[src/rtl/perip_laser_array.sv]
// perip_laser_array
//   Memory-mapped laser-break peripheral. Each raw laser input is
//   synchronised and then debounced. A rising edge of the debounced level
//   on an enabled channel is latched in RISE and pushed as a rise mask into
//   an event FIFO. irq is raised while the FIFO holds entries or has
//   overflowed, if irq enable is set.
//
//   Register map (addr[4:0]):
//     0x00 LEVEL  R    [NCH-1:0] debounced levels
//     0x04 RISE   R/W1C [NCH-1:0] latched rises
//     0x08 CTRL   R/W  [NCH-1:0] rise enable mask, [31] irq enable
//     0x0C EVENT  R    {[31] valid, [NCH-1:0] mask}, a read pops the head
//     0x10 STAT   R/W  [6:0] FIFO count, [8] overflow (write 1 to clear)
//
// Ports:
//   clk, rst      clock (rising edge), synchronous active-high reset
//   d_in          bus write data
//   cs, rd, wr    select plus read/write strobes (both need cs)
//   addr          byte address, only [4:0] decoded
//   d_out         registered read data, holds when no read occurs
//   laser         asynchronous raw laser-break inputs
//   irq           registered level interrupt
module perip_laser_array #(
  parameter int NCH        = 4,
  parameter int DEB_CYCLES = 1000,
  parameter int FIFO_DEPTH = 8
) (
  input  logic            clk,
  input  logic            rst,
  input  logic [31:0]     d_in,
  input  logic            cs,
  input  logic [31:0]     addr,
  input  logic            rd,
  input  logic            wr,
  output logic [31:0]     d_out,
  input  logic [NCH-1:0]  laser,
  output logic            irq
);

  localparam int CW = $clog2(DEB_CYCLES + 1);
  localparam int AW = $clog2(FIFO_DEPTH);
  localparam logic [CW-1:0] DEB_LAST  = CW'(DEB_CYCLES - 1);
  localparam logic [6:0]    DEPTH_CNT = 7'(FIFO_DEPTH);

  localparam logic [4:0] A_LEVEL = 5'h00;
  localparam logic [4:0] A_RISE  = 5'h04;
  localparam logic [4:0] A_CTRL  = 5'h08;
  localparam logic [4:0] A_EVENT = 5'h0C;
  localparam logic [4:0] A_STAT  = 5'h10;

  logic [NCH-1:0] sync1_r;
  logic [NCH-1:0] sync2_r;
  logic [NCH-1:0] level_r;
  logic [CW-1:0]  deb_cnt_r [NCH];
  logic [NCH-1:0] rise_r;
  logic [NCH-1:0] ctrl_en_r;
  logic           ctrl_irq_en_r;
  logic [NCH-1:0] fifo_mem_r [FIFO_DEPTH];
  logic [AW-1:0]  wptr_r;
  logic [AW-1:0]  rptr_r;
  logic [6:0]     count_r;
  logic           ovf_r;

  logic [NCH-1:0] deb_hit_s;
  logic [NCH-1:0] rise_s;
  logic [NCH-1:0] w1c_s;
  logic [31:0]    rd_data_s;
  logic [4:0]     reg_addr_s;
  logic           rd_s;
  logic           wr_s;
  logic           push_s;
  logic           pop_s;
  logic           full_s;
  logic           push_ok_s;
  logic           ovf_set_s;
  logic           unused_s;

  assign reg_addr_s = addr[4:0];
  assign rd_s       = cs & rd;
  assign wr_s       = cs & wr;
  assign unused_s   = ^{addr[31:5], d_in};

  // A channel flips when it has disagreed for DEB_CYCLES samples, this one included.
  always_comb begin
    deb_hit_s = '0;
    for (int i = 0; i < NCH; i++) begin
      if ((sync2_r[i] != level_r[i]) && (deb_cnt_r[i] == DEB_LAST)) begin
        deb_hit_s[i] = 1'b1;
      end else begin
        deb_hit_s[i] = 1'b0;
      end
    end
  end

  // A flip towards 1 is a 0->1 transition of the debounced level.
  assign rise_s    = deb_hit_s & sync2_r & ctrl_en_r;
  assign push_s    = |rise_s;
  assign pop_s     = rd_s && (reg_addr_s == A_EVENT) && (count_r != 7'd0);
  assign full_s    = (count_r == DEPTH_CNT);
  // A same-cycle pop frees the slot, so a push into a full FIFO still lands.
  assign push_ok_s = push_s && (!full_s || pop_s);
  assign ovf_set_s = push_s && full_s && !pop_s;

  // W1C mask for the RISE register.
  always_comb begin
    w1c_s = '0;
    if (wr_s && (reg_addr_s == A_RISE)) begin
      w1c_s = d_in[NCH-1:0];
    end else begin
      w1c_s = '0;
    end
  end

  // Read data mux for the addressed register.
  always_comb begin
    rd_data_s = 32'h0000_0000;
    case (reg_addr_s)
      A_LEVEL: rd_data_s = 32'(level_r);
      A_RISE:  rd_data_s = 32'(rise_r);
      A_CTRL:  rd_data_s = {ctrl_irq_en_r, 31'(ctrl_en_r)};
      A_EVENT: begin
        if (count_r != 7'd0) begin
          rd_data_s = 32'h8000_0000 | 32'(fifo_mem_r[rptr_r]);
        end else begin
          rd_data_s = 32'h0000_0000;
        end
      end
      A_STAT:  rd_data_s = {23'd0, ovf_r, 1'b0, count_r};
      default: rd_data_s = 32'h0000_0000;
    endcase
  end

  // Two-flop synchroniser and per-channel debounce counters.
  always_ff @(posedge clk) begin
    if (rst) begin
      sync1_r <= '0;
      sync2_r <= '0;
      level_r <= '0;
      for (int i = 0; i < NCH; i++) begin
        deb_cnt_r[i] <= '0;
      end
    end else begin
      sync1_r <= laser;
      sync2_r <= sync1_r;
      for (int i = 0; i < NCH; i++) begin
        if (sync2_r[i] != level_r[i]) begin
          if (deb_hit_s[i]) begin
            level_r[i]   <= sync2_r[i];
            deb_cnt_r[i] <= '0;
          end else begin
            deb_cnt_r[i] <= deb_cnt_r[i] + CW'(1);
          end
        end else begin
          deb_cnt_r[i] <= '0;
        end
      end
    end
  end

  // RISE latch (new rise beats same-cycle W1C) and CTRL register.
  always_ff @(posedge clk) begin
    if (rst) begin
      rise_r        <= '0;
      ctrl_en_r     <= '0;
      ctrl_irq_en_r <= 1'b0;
    end else begin
      rise_r <= (rise_r & ~w1c_s) | rise_s;
      if (wr_s && (reg_addr_s == A_CTRL)) begin
        ctrl_en_r     <= d_in[NCH-1:0];
        ctrl_irq_en_r <= d_in[31];
      end else begin
        ctrl_en_r     <= ctrl_en_r;
        ctrl_irq_en_r <= ctrl_irq_en_r;
      end
    end
  end

  // FIFO storage; contents are only meaningful below count_r, so no reset.
  always_ff @(posedge clk) begin
    if (push_ok_s) begin
      fifo_mem_r[wptr_r] <= rise_s;
    end
  end

  // FIFO pointers, occupancy and sticky overflow.
  always_ff @(posedge clk) begin
    if (rst) begin
      wptr_r  <= '0;
      rptr_r  <= '0;
      count_r <= 7'd0;
      ovf_r   <= 1'b0;
    end else begin
      // Power-of-two depth: pointers wrap naturally at AW bits.
      if (push_ok_s) begin
        wptr_r <= wptr_r + AW'(1);
      end
      if (pop_s) begin
        rptr_r <= rptr_r + AW'(1);
      end
      case ({push_ok_s, pop_s})
        2'b10:   count_r <= count_r + 7'd1;
        2'b01:   count_r <= count_r - 7'd1;
        default: count_r <= count_r;
      endcase
      // A fresh overflow wins over a same-cycle clear.
      if (ovf_set_s) begin
        ovf_r <= 1'b1;
      end else if (wr_s && (reg_addr_s == A_STAT) && d_in[8]) begin
        ovf_r <= 1'b0;
      end
    end
  end

  // Registered read data and interrupt.
  always_ff @(posedge clk) begin
    if (rst) begin
      d_out <= 32'h0000_0000;
      irq   <= 1'b0;
    end else begin
      if (rd_s) begin
        d_out <= rd_data_s;
      end
      irq <= ctrl_irq_en_r && ((count_r != 7'd0) || ovf_r);
    end
  end

endmodule
[config.mk]
export PLATFORM = sky130hd
export DESIGN_NAME = perip_laser_array
export DESIGN_NICKNAME = d
export VERILOG_FILES = /design/src/rtl/perip_laser_array.sv
export SDC_FILE = /design/constraint.sdc
export NUM_CORES = 1
export LEC_CHECK = 0
export ABC_AREA = 1
export BUFFER_PORTS_ARGS = -buffer_cell sky130_fd_sc_hd__buf_4
export CAP_MARGIN = 20
export CORE_MARGIN = 5
export CORE_UTILIZATION = 60
export DETAILED_ROUTE_END_ITERATION = 12
export HOLD_SLACK_MARGIN = 0.02
export PLACE_DENSITY = 0.85
export SYNTH_ARGS = -nofsm -noshare
export SYNTH_HDL_FRONTEND = slang
export SYNTH_SLANG_ARGS = --single-unit
[constraint.sdc]
create_clock -name clk -period 5.9 [get_ports clk]
set_input_delay 0.59 -clock clk [delete_from_list [all_inputs] [get_ports clk]]
set_output_delay 0.59 -clock clk [all_outputs]
set_load 0.05 [all_outputs]
==> out/results.env, run 1 <==
FMAXACHIEVABLE_MHz=326
SYNTH_LARGEST_TYPE_AREA_FRACTION_PCT=36.9
WIRELENGTH_MM=12.1
DRT-PASS1-ITER-COUNT=5
CLKTRANSATPATHREGS_NS=0.06
GLOBAL_ROUTE.USAGE.TOTAL_PCT=22.3
TOTAL_LEAKAGE_POWER_nW=2.84
CTS_SINKS=120
HOLD_VIOL_FINAL=0
POSTPLACECELLAREA_SQ_UM=6240
CTSROOTBUFFERMASTER='clkbuf_8'
AVGVIACOUNTPERCELL=5.25
PERIOD_MINUS_SLACK_NS=3.07
NUMBER_OF_NETS_WITH_ANTENNA_VIOLATIONS_AFTER_ROUTING=0
PLACE.GP.CONGESTION=0.884
CRIT_SHARE_POST_ROUTE_PCT=52.0
DRTITER0DRC=342
SYNTH.YOSYS.WARNINGS=0
DRIVE_ABOVE_1_SHARE_PCT=13.0
SYNTHTOPCELLSBYAREA='edfxtp_1 (37%), dfxtp_1 (16%), nor2_1 (6.3%)'
DIE_AREA_SQ_UM=11900
WORST-ENDPOINT-ARRIVAL_NS=3.48
FIN_HOLD_WS_NS=0.276
WORST_R2R_PATH_DEPTH=21
SEQUENTIAL_CELL_AREA_SQ_UM=3120
GRT_SETUP_UNREPAIRED='no'
SYNTH_ASYNC_SR_FLOP_SHARE_PCT=0
PLACEMENT.IO_BUFFERS=29
MIN_PATH_TYPE='in -> reg'
WORST_SKEW_PAIR_LATENCY_NS=0.52
SYN_AVG_CELL_AREA_SQ_UM=9.00
CTS_SETUP_BUFFERS=0
MAPPEDNETLISTAREA_SQ_UM=5870
WORSTPATHMAXFANOUT=9
REMAINING_DRC_ERRORS=0
POSTCTSHOLDBUFS=0
FIRST_GLOBAL_VIAS=4519
NUM_IO_PINS=106
DIE-WIDTH_UM=109
FLOORPLAN.ROWS=36
DESIGN.FINAL.NETS=812
SYNTHCELLS=652
OVERFLOW=0
FINAL_CELL_AREA_SQ_UM=6850
SYNTHDOMINANTAREACELLTYPE='edfxtp_1'
CRITICAL_PATH.REG2REG.ENDPOINT='count_r[6]$_SDFFE_PP0P_'
CLOCKBUFFERDEPTH=2
FLOW.AREA_GROWTH_FROM_SYNTHESIS_PCT=16.7
SYNTH-SEQ-CELLS=120
END_KIND='flop'
DOMINANTREGCELLSYNTH='edfxtp_1'
HTREE_NUM_LEVELS=4
GRT_ANTENNA_BEFORE_REPAIR=0
RUN_STATUS='finished clean'
CTS_MADE_BUFFERS=17
INITIAL_CORE_UTILIZATION_PCT=60.9
FIN_TNS_SETUP_NS=0
DP_CELLS=841
ROUTED_WIRE_LENGTH_PER_INSTANCE_UM=13.9
SYNTH-EDFF-COUNT=72
LAYOUT.CELLS.NON_FILLER=873
WORST_CASE_REGISTER_TO_REGISTER_SETUP_SLACK_NS=2.83
START_KIND='flop'
FINAL-MAX-SLEW-VIOLATION-COUNT=0
WORST_PIN_SLEW_NS=0.924
POST_CTS.RESIZED_INSTANCES=0
GLOBAL_ROUTE_WIRE_LENGTH_BEFORE_REPAIR_MM=20.4
ANTENNADIODECOUNT=0
FINAL_UTIL_PCT=71.0
DIE_BOUNDARY_HEIGHT_UM=109
MAX_CAP_VIOLATIONS=0
TRITONCTS='yes'
NETLIST-CELL-TYPE-COUNT=41
NUM_VIAS=4580
PWR_CELL_AREA_nW_PER_UM2=300
MULTIINPUTGATEAREA_SQ_UM=2440
FINAL.SETUP_SKEW_NS=0.0107
IRDROPWORSTVDD_V=0.000176
WORST-ENDPOINT-REQUIRED_NS=6.31
TIMING.SETUP.CRITICAL_PATH_CLASS='reg -> reg'
FP.COREAREA_SQ_UM=9640
RELSLEWSLACK_PCT=38.3
CRITICAL_PATH.STARTPOINT='deb_cnt_r[1][0]$_SDFFCE_PP0P_'
CRITICAL_PATH.ENDPOINT='count_r[6]$_SDFFE_PP0P_'
DP.FINAL_HPWL_MM=8.59
GRT_START_MAX_NET_PINS=30
YS_SEQ_AREA_SHARE_PCT=53.2
FINALSETUPVIOLCOUNT=0
FILLCELLCOUNT=735
WORSTREG2REGSTART='deb_cnt_r[1][0]$_SDFFCE_PP0P_'
## Yosys cell counts, drive strengths merged, types with 2 or more instances
cell    instances
nor2          109
nand2          94
inv            78
edfxtp         72
dfxtp          48
a21oi          47
o21ai          42
nand3          39
buf            29
nor3           21
ha             11
xor2           11
o211ai          9
nor3b           7
nand4           6
clkbuf          5
a211oi          3
o21a            3
o221ai          3
or2             3
xnor2           3
conb            2
nor4            2
## sequential cells by signal, summed over array words and instances, names as in the netlist, 3 cells and up, named ones only
signal / flops
d_out: 9
rptr_r: 3
rise_r: 4
ctrl_en_r: 4
fifo_mem_r: 32
deb_cnt_r: 40
sync1_r: 4
level_r: 4
count_r: 7
sync2_r: 4
wptr_r: 3
## critical path: stages (launching register included)
cell      delay, ns
edfxtp_1       0.37
ha_1           0.20
nand2_1        0.08
nor2_2         0.13
nand3_2        0.13
nor2_2         0.33
nor2_2         0.12
nand3_2        0.14
inv_1          0.15
fa_1           0.44
nand3_1        0.10
nand3_1        0.11
nand2_1        0.08
nand2_1        0.05
nand2_1        0.05
nand2_1        0.07
nand3_1        0.09
nand2_1        0.05
inv_1          0.07
nand3_1        0.07
nand2_1        0.06
nor2_1         0.05
## power breakdown
part / internal (mW) / switching, mW / leakage, nW / total [mW]
clock: 0.652 / 0.396 / 0.294 / 1.05
sequential: 0.900 / 0.0115 / 1.17 / 0.911
combinational: 0.0217 / 0.0744 / 1.38 / 0.0961
total: 1.57 / 0.482 / 2.84 / 2.06
## how the worst min path moves through the flow
stage | startpoint | end | slack [ns] | cells after the start
floorplan | sync1_r[0]$_SDFF_PP0_ | sync2_r[0]$_SDFF_PP0_ | 0.39 | 2
detailed placement | sync1_r[3]$_SDFF_PP0_ | sync2_r[3]$_SDFF_PP0_ | 0.39 | 2
global route | laser[3] | sync1_r[3]$_SDFF_PP0_ | 0.30 | 3
CTS | laser[3] | sync1_r[3]$_SDFF_PP0_ | 0.26 | 3
global placement | sync1_r[2]$_SDFF_PP0_ | sync2_r[2]$_SDFF_PP0_ | 0.39 | 2
finish | laser[3] | sync1_r[3]$_SDFF_PP0_ | 0.28 | 3
## cells in the final DEF (no fill, tap or decap), drive strengths merged
cell type,n
nor3b,7
o22ai,1
o21a,3
o221ai,3
a31oi,1
clkbuf,17
inv,83
ha,11
nand2,94
o21bai,1
or2,3
fa,1
bufinv,3
nand4,6
nor2,109
buf,29
o21ai,42
conb,63
xnor2,3
nor4,2
dfxtp,48
clkinv,6
clkinvlp,1
o211ai,9
xor2,11
nand3,39
a21oi,47
o31ai,1
nor3,21
a211oi,3
edfxtp,72
## per-layer routing
metal	up-vias	share of wire [%]	GRT usage, %	wire length [um]
met5	-	0	0	0
met4	0	2.0	9.38	238
met3	26	7.2	5.21	868
met2	143	52	39.8	6250
met1	2144	39	25.4	4750
li1	2267	-	-	-
## cell families after synthesis
family	Yosys count	share of synthesized area (%)
simple gates	281	21.9
buf+inv	112	9.00
xor+xnor	14	2.09
other cells	2	0.128
compound gates	111	10.9
fa+ha+maj	12	2.69
flops	120	53.2
## layout make-up
type	instances	share of cell area (%)
repair buffers	29	3.18
clock buffers	17	6.05
flip-flops and latches	120	45.6
clock inverters	15	2.78
multi-input cells	481	35.7
well taps	133	2.43
inverters	78	4.28
## metrics by stage
| stage | power, mW | setup slack [ns] |
|---|---|---|
| 2_1_floorplan | 1.01 | 3.34 |
| 3_3_place_gp | 1.02 | 2.84 |
| 3_5_place_dp | 1.02 | 2.77 |
| 4_1_cts | 2.06 | 2.85 |
| 5_1_grt | 2.11 | 2.51 |
| 6_report | 2.06 | 2.83 |
No activity file was read; power rests on OpenSTA's default activity.
==> run 2: changes to the inputs <==
CORE_UTILIZATION = 56   (was 60)
PLACE_DENSITY = 0.8   (was 0.85)
clock period = 2.88 ns   (was 5.9 ns; I/O delays follow)
==> run 2 against run 1 <==
Against the previous run:
- sequential cell count stayed put
- clock skew is 0.0020 ns lower
- routed wire length is 0.90% lower
- sequential share of layout area is 1.1 points lower
- non-clock buffer count is 20 higher
- hold slack worse by 0.21 ns
- final area is 2.5% higher
- total power is 97% higher
- utilization is 2.8 points lower
- fmax is 17% higher
- clock-buffer cell count stayed put
- critical path type unchanged
- critical endpoint unchanged
==> out/results.env, run 2 (synthesized netlist as in run 1, its figures left out) <==
RUN_STATUS='finished clean'
WORSTREG2REGSTART='deb_cnt_r[2][0]$_SDFFCE_PP0P_'
GLOBAL_ROUTE.USAGE.TOTAL_PCT=19.7
DIE_BOUNDARY_HEIGHT_UM=112
PRE_CTS_WS_NS=0.119
POWER.NET_SWITCHING_mW=0.999
ANTENNADIODECOUNT=0
WORSTHOLDPATHCELLS=3
WIRELENGTH_MM=12.0
OVERFLOW=0
DESIGN.FINAL.NETS=832
PERIOD_MINUS_SLACK_NS=2.62
END_KIND='flop'
DP_CELLS=855
LARGEST_REGISTER_FF_COUNT=40
WORST_PIN_SLEW_NS=0.651
SWITCHING_PORTION_OF_TOTAL_POWER_PCT=24.7
PLACEMENT.IO_BUFFERS=29
NUM_IO_PINS=106
WORST_CASE_REGISTER_TO_REGISTER_SETUP_SLACK_NS=0.26
LAYOUT.CELLS.NON_FILLER=896
ROUTED_WIRE_LENGTH_PER_INSTANCE_UM=13.4
DIE_AREA_SQ_UM=12600
TOTAL_LEAKAGE_POWER_nW=2.86
POWER_AFTER_LAYOUT_mW=4.05
FINAL.SETUP.WORST_SLACK_NS=0.261
FINALSETUPVIOLCOUNT=0
MOST-COMMON-LAYOUT-CELLS='nor2_1 (98), nand2_1 (87), inv_1 (74), edfxtp_1 (72), conb_1 (63)'
DRTITER0DRC=277
COMBINATIONALPOWERSHARE_PCT=5.1
CTS_SINKS=120
TIMING.SETUP.CRITICAL_PATH_CLASS='reg -> reg'
DRIVE_ABOVE_1_SHARE_PCT=15.5
HOLD_VIOL_FINAL=0
POSTPLACECELLAREA_SQ_UM=6330
RELSLEWSLACK_PCT=56.4
GLOBAL_ROUTE_WIRE_LENGTH_BEFORE_REPAIR_MM=19.8
AVGVIACOUNTPERCELL=5.12
DRT-PASS1-ITER-COUNT=5
FP.COREAREA_SQ_UM=10300
TRITONCTS='yes'
NUM_VIAS=4589
MIN_FROM='d_in[2]'
REGMOSTFLOPS='deb_cnt_r'
INITIAL_CORE_UTILIZATION_PCT=57.1
CLKTRANSATPATHREGS_NS=0.06
FLOW.AREA_GROWTH_FROM_SYNTHESIS_PCT=19.6
NUMBER_OF_NETS_WITH_ANTENNA_VIOLATIONS_AFTER_ROUTING=0
FINAL-MAX-SLEW-VIOLATION-COUNT=0
FMAXACHIEVABLE_MHz=382
CRITICAL_PATH.REG2REG.ENDPOINT='count_r[6]$_SDFFE_PP0P_'
WORST-ENDPOINT-ARRIVAL_NS=3.04
WORST_SKEW_PAIR_LATENCY_NS=0.53
REMAINING_DRC_ERRORS=0
FINAL_CELL_AREA_SQ_UM=7020
DIE-WIDTH_UM=112
WORST_R2R_PATH_DEPTH=21
CLKPWRFRAC_PCT=48.8
START_KIND='flop'
POWER.SHARE.SEQUENTIAL_PCT=46.1
CLOCKBUFFERDEPTH=2
WORSTPATHMAXFANOUT=6
FIRST_GLOBAL_VIAS=4393
MAX_CAP_VIOLATIONS=0
HTREE_NUM_LEVELS=4
CTS_MADE_BUFFERS=17
TIMING.HOLD.WORST_ENDPOINT='ctrl_en_r[2]$_SDFFE_PP0P_'
CTSROOTBUFFERMASTER='clkbuf_8'
FINAL_UTIL_PCT=68.3
BIGGESTREGSBYFLOPS='deb_cnt_r: 40 flops, fifo_mem_r: 32 flops, d_out: 9 flops'
GRT_START_MAX_NET_PINS=24
P_INT_mW=3.05
DP.FINAL_HPWL_MM=8.70
GRT_ANTENNA_BEFORE_REPAIR=0
FINAL.SETUP_SKEW_NS=0.00873
MIN_PATH_TYPE='in -> reg'
FLOORPLAN.ROWS=37
WORST-ENDPOINT-REQUIRED_NS=3.30
IRDROPWORSTVDD_V=0.000438
PWR_CELL_AREA_nW_PER_UM2=577
PLACE.GP.CONGESTION=0.915
LAYOUT_COMMONEST_CELL='nor2_1'
CRIT_SHARE_POST_ROUTE_PCT=90.9
run 2: changes by cell type in the layout (fill, tap and decap cells not counted), moves of 2 or more:
cell and delta:
buf_4 +15, dlygate4sd3_1 +5, clkinvlp_4 +3, nor2_4 +3, bufinv_16 -2, ha_1 -2
ha_4 +2, inv_1 -2, nor2_2 -2
run 2: repair_timing:
| item | 4_1_cts | 5_1_grt |
|---|---|---|
| setup endpoints to repair | 0 | 2 |
| resized for setup | 0 | 12 |
| hold buffers | 5 | 0 |
| hold endpoints to repair | 5 | 0 |
| buffers inserted | 0 | 4 |
run 2: worst max path at each step:
stage	from	endpoint	slack [ns]	depth (start not counted)
2_1_floorplan	deb_cnt_r[1][0]$_SDFFCE_PP0P_	count_r[6]$_SDFFE_PP0P_	0.32	21
3_3_place_gp	deb_cnt_r[0][0]$_SDFFCE_PP0P_	count_r[6]$_SDFFE_PP0P_	0.19	21
3_5_place_dp	deb_cnt_r[0][0]$_SDFFCE_PP0P_	count_r[6]$_SDFFE_PP0P_	0.12	21
4_1_cts	deb_cnt_r[0][0]$_SDFFCE_PP0P_	count_r[6]$_SDFFE_PP0P_	0.09	21
5_1_grt	deb_cnt_r[0][1]$_SDFFCE_PP0P_	count_r[6]$_SDFFE_PP0P_	-0.03	21
6_report	deb_cnt_r[2][0]$_SDFFCE_PP0P_	count_r[6]$_SDFFE_PP0P_	0.26	21
run 2: metal layers:
layer	share of wire (%)	GRT usage [%]	up-vias	wire length, um
met5	0	0	-	0
met4	2.7	7.93	0	329
met3	5.8	5.39	32	695
met2	50	34.4	124	6040
met1	41	22.9	2134	4940
li1	-	-	2299	-
run 2: area by class of cell:
type,instances,area [sq um]
multi-input cells,481,2490
repair buffers,49,380
clock inverters,15,144
flip-flops and latches,120,3120
well taps,136,170
clock buffers,17,414
fillers,788,3260
inverters,78,295
run 2: power by group through the flow:
stage	Clock [mW]	Sequential [mW]	Combinational, mW
3_3_place_gp	0	1.90	0.191
6_report	1.98	1.87	0.208
2_1_floorplan	0	1.91	0.163
4_1_cts	2.00	1.87	0.202
5_1_grt	2.08	1.87	0.226
3_5_place_dp	0	1.90	0.195
run 2: worst max-delay path, cell delays in order, from the launching register on:
cell and delay [ns]:
edfxtp_1 0.38, ha_1 0.18, nand2_1 0.10, nor2_2 0.13, nand4_1 0.16, nand2_2 0.14
inv_2 0.07, nand3_2 0.09, inv_4 0.07, fa_2 0.36, nand3_1 0.09, nand3_1 0.10
nand2_1 0.07, nand2_1 0.05, nand2_1 0.05, nand2_1 0.07, nand3_1 0.08, nand2_1 0.06
inv_1 0.08, nand3_1 0.06, nand2_1 0.06, nor2_1 0.04
run 2: through the flow:
stage	TNS [ns]	hold slack (ns)
2_1_floorplan	0	0.388
3_3_place_gp	0	0.390
3_5_place_dp	0	0.395
4_1_cts	0	0.0333
5_1_grt	-0.0324	0.0716
6_report	0	0.0609
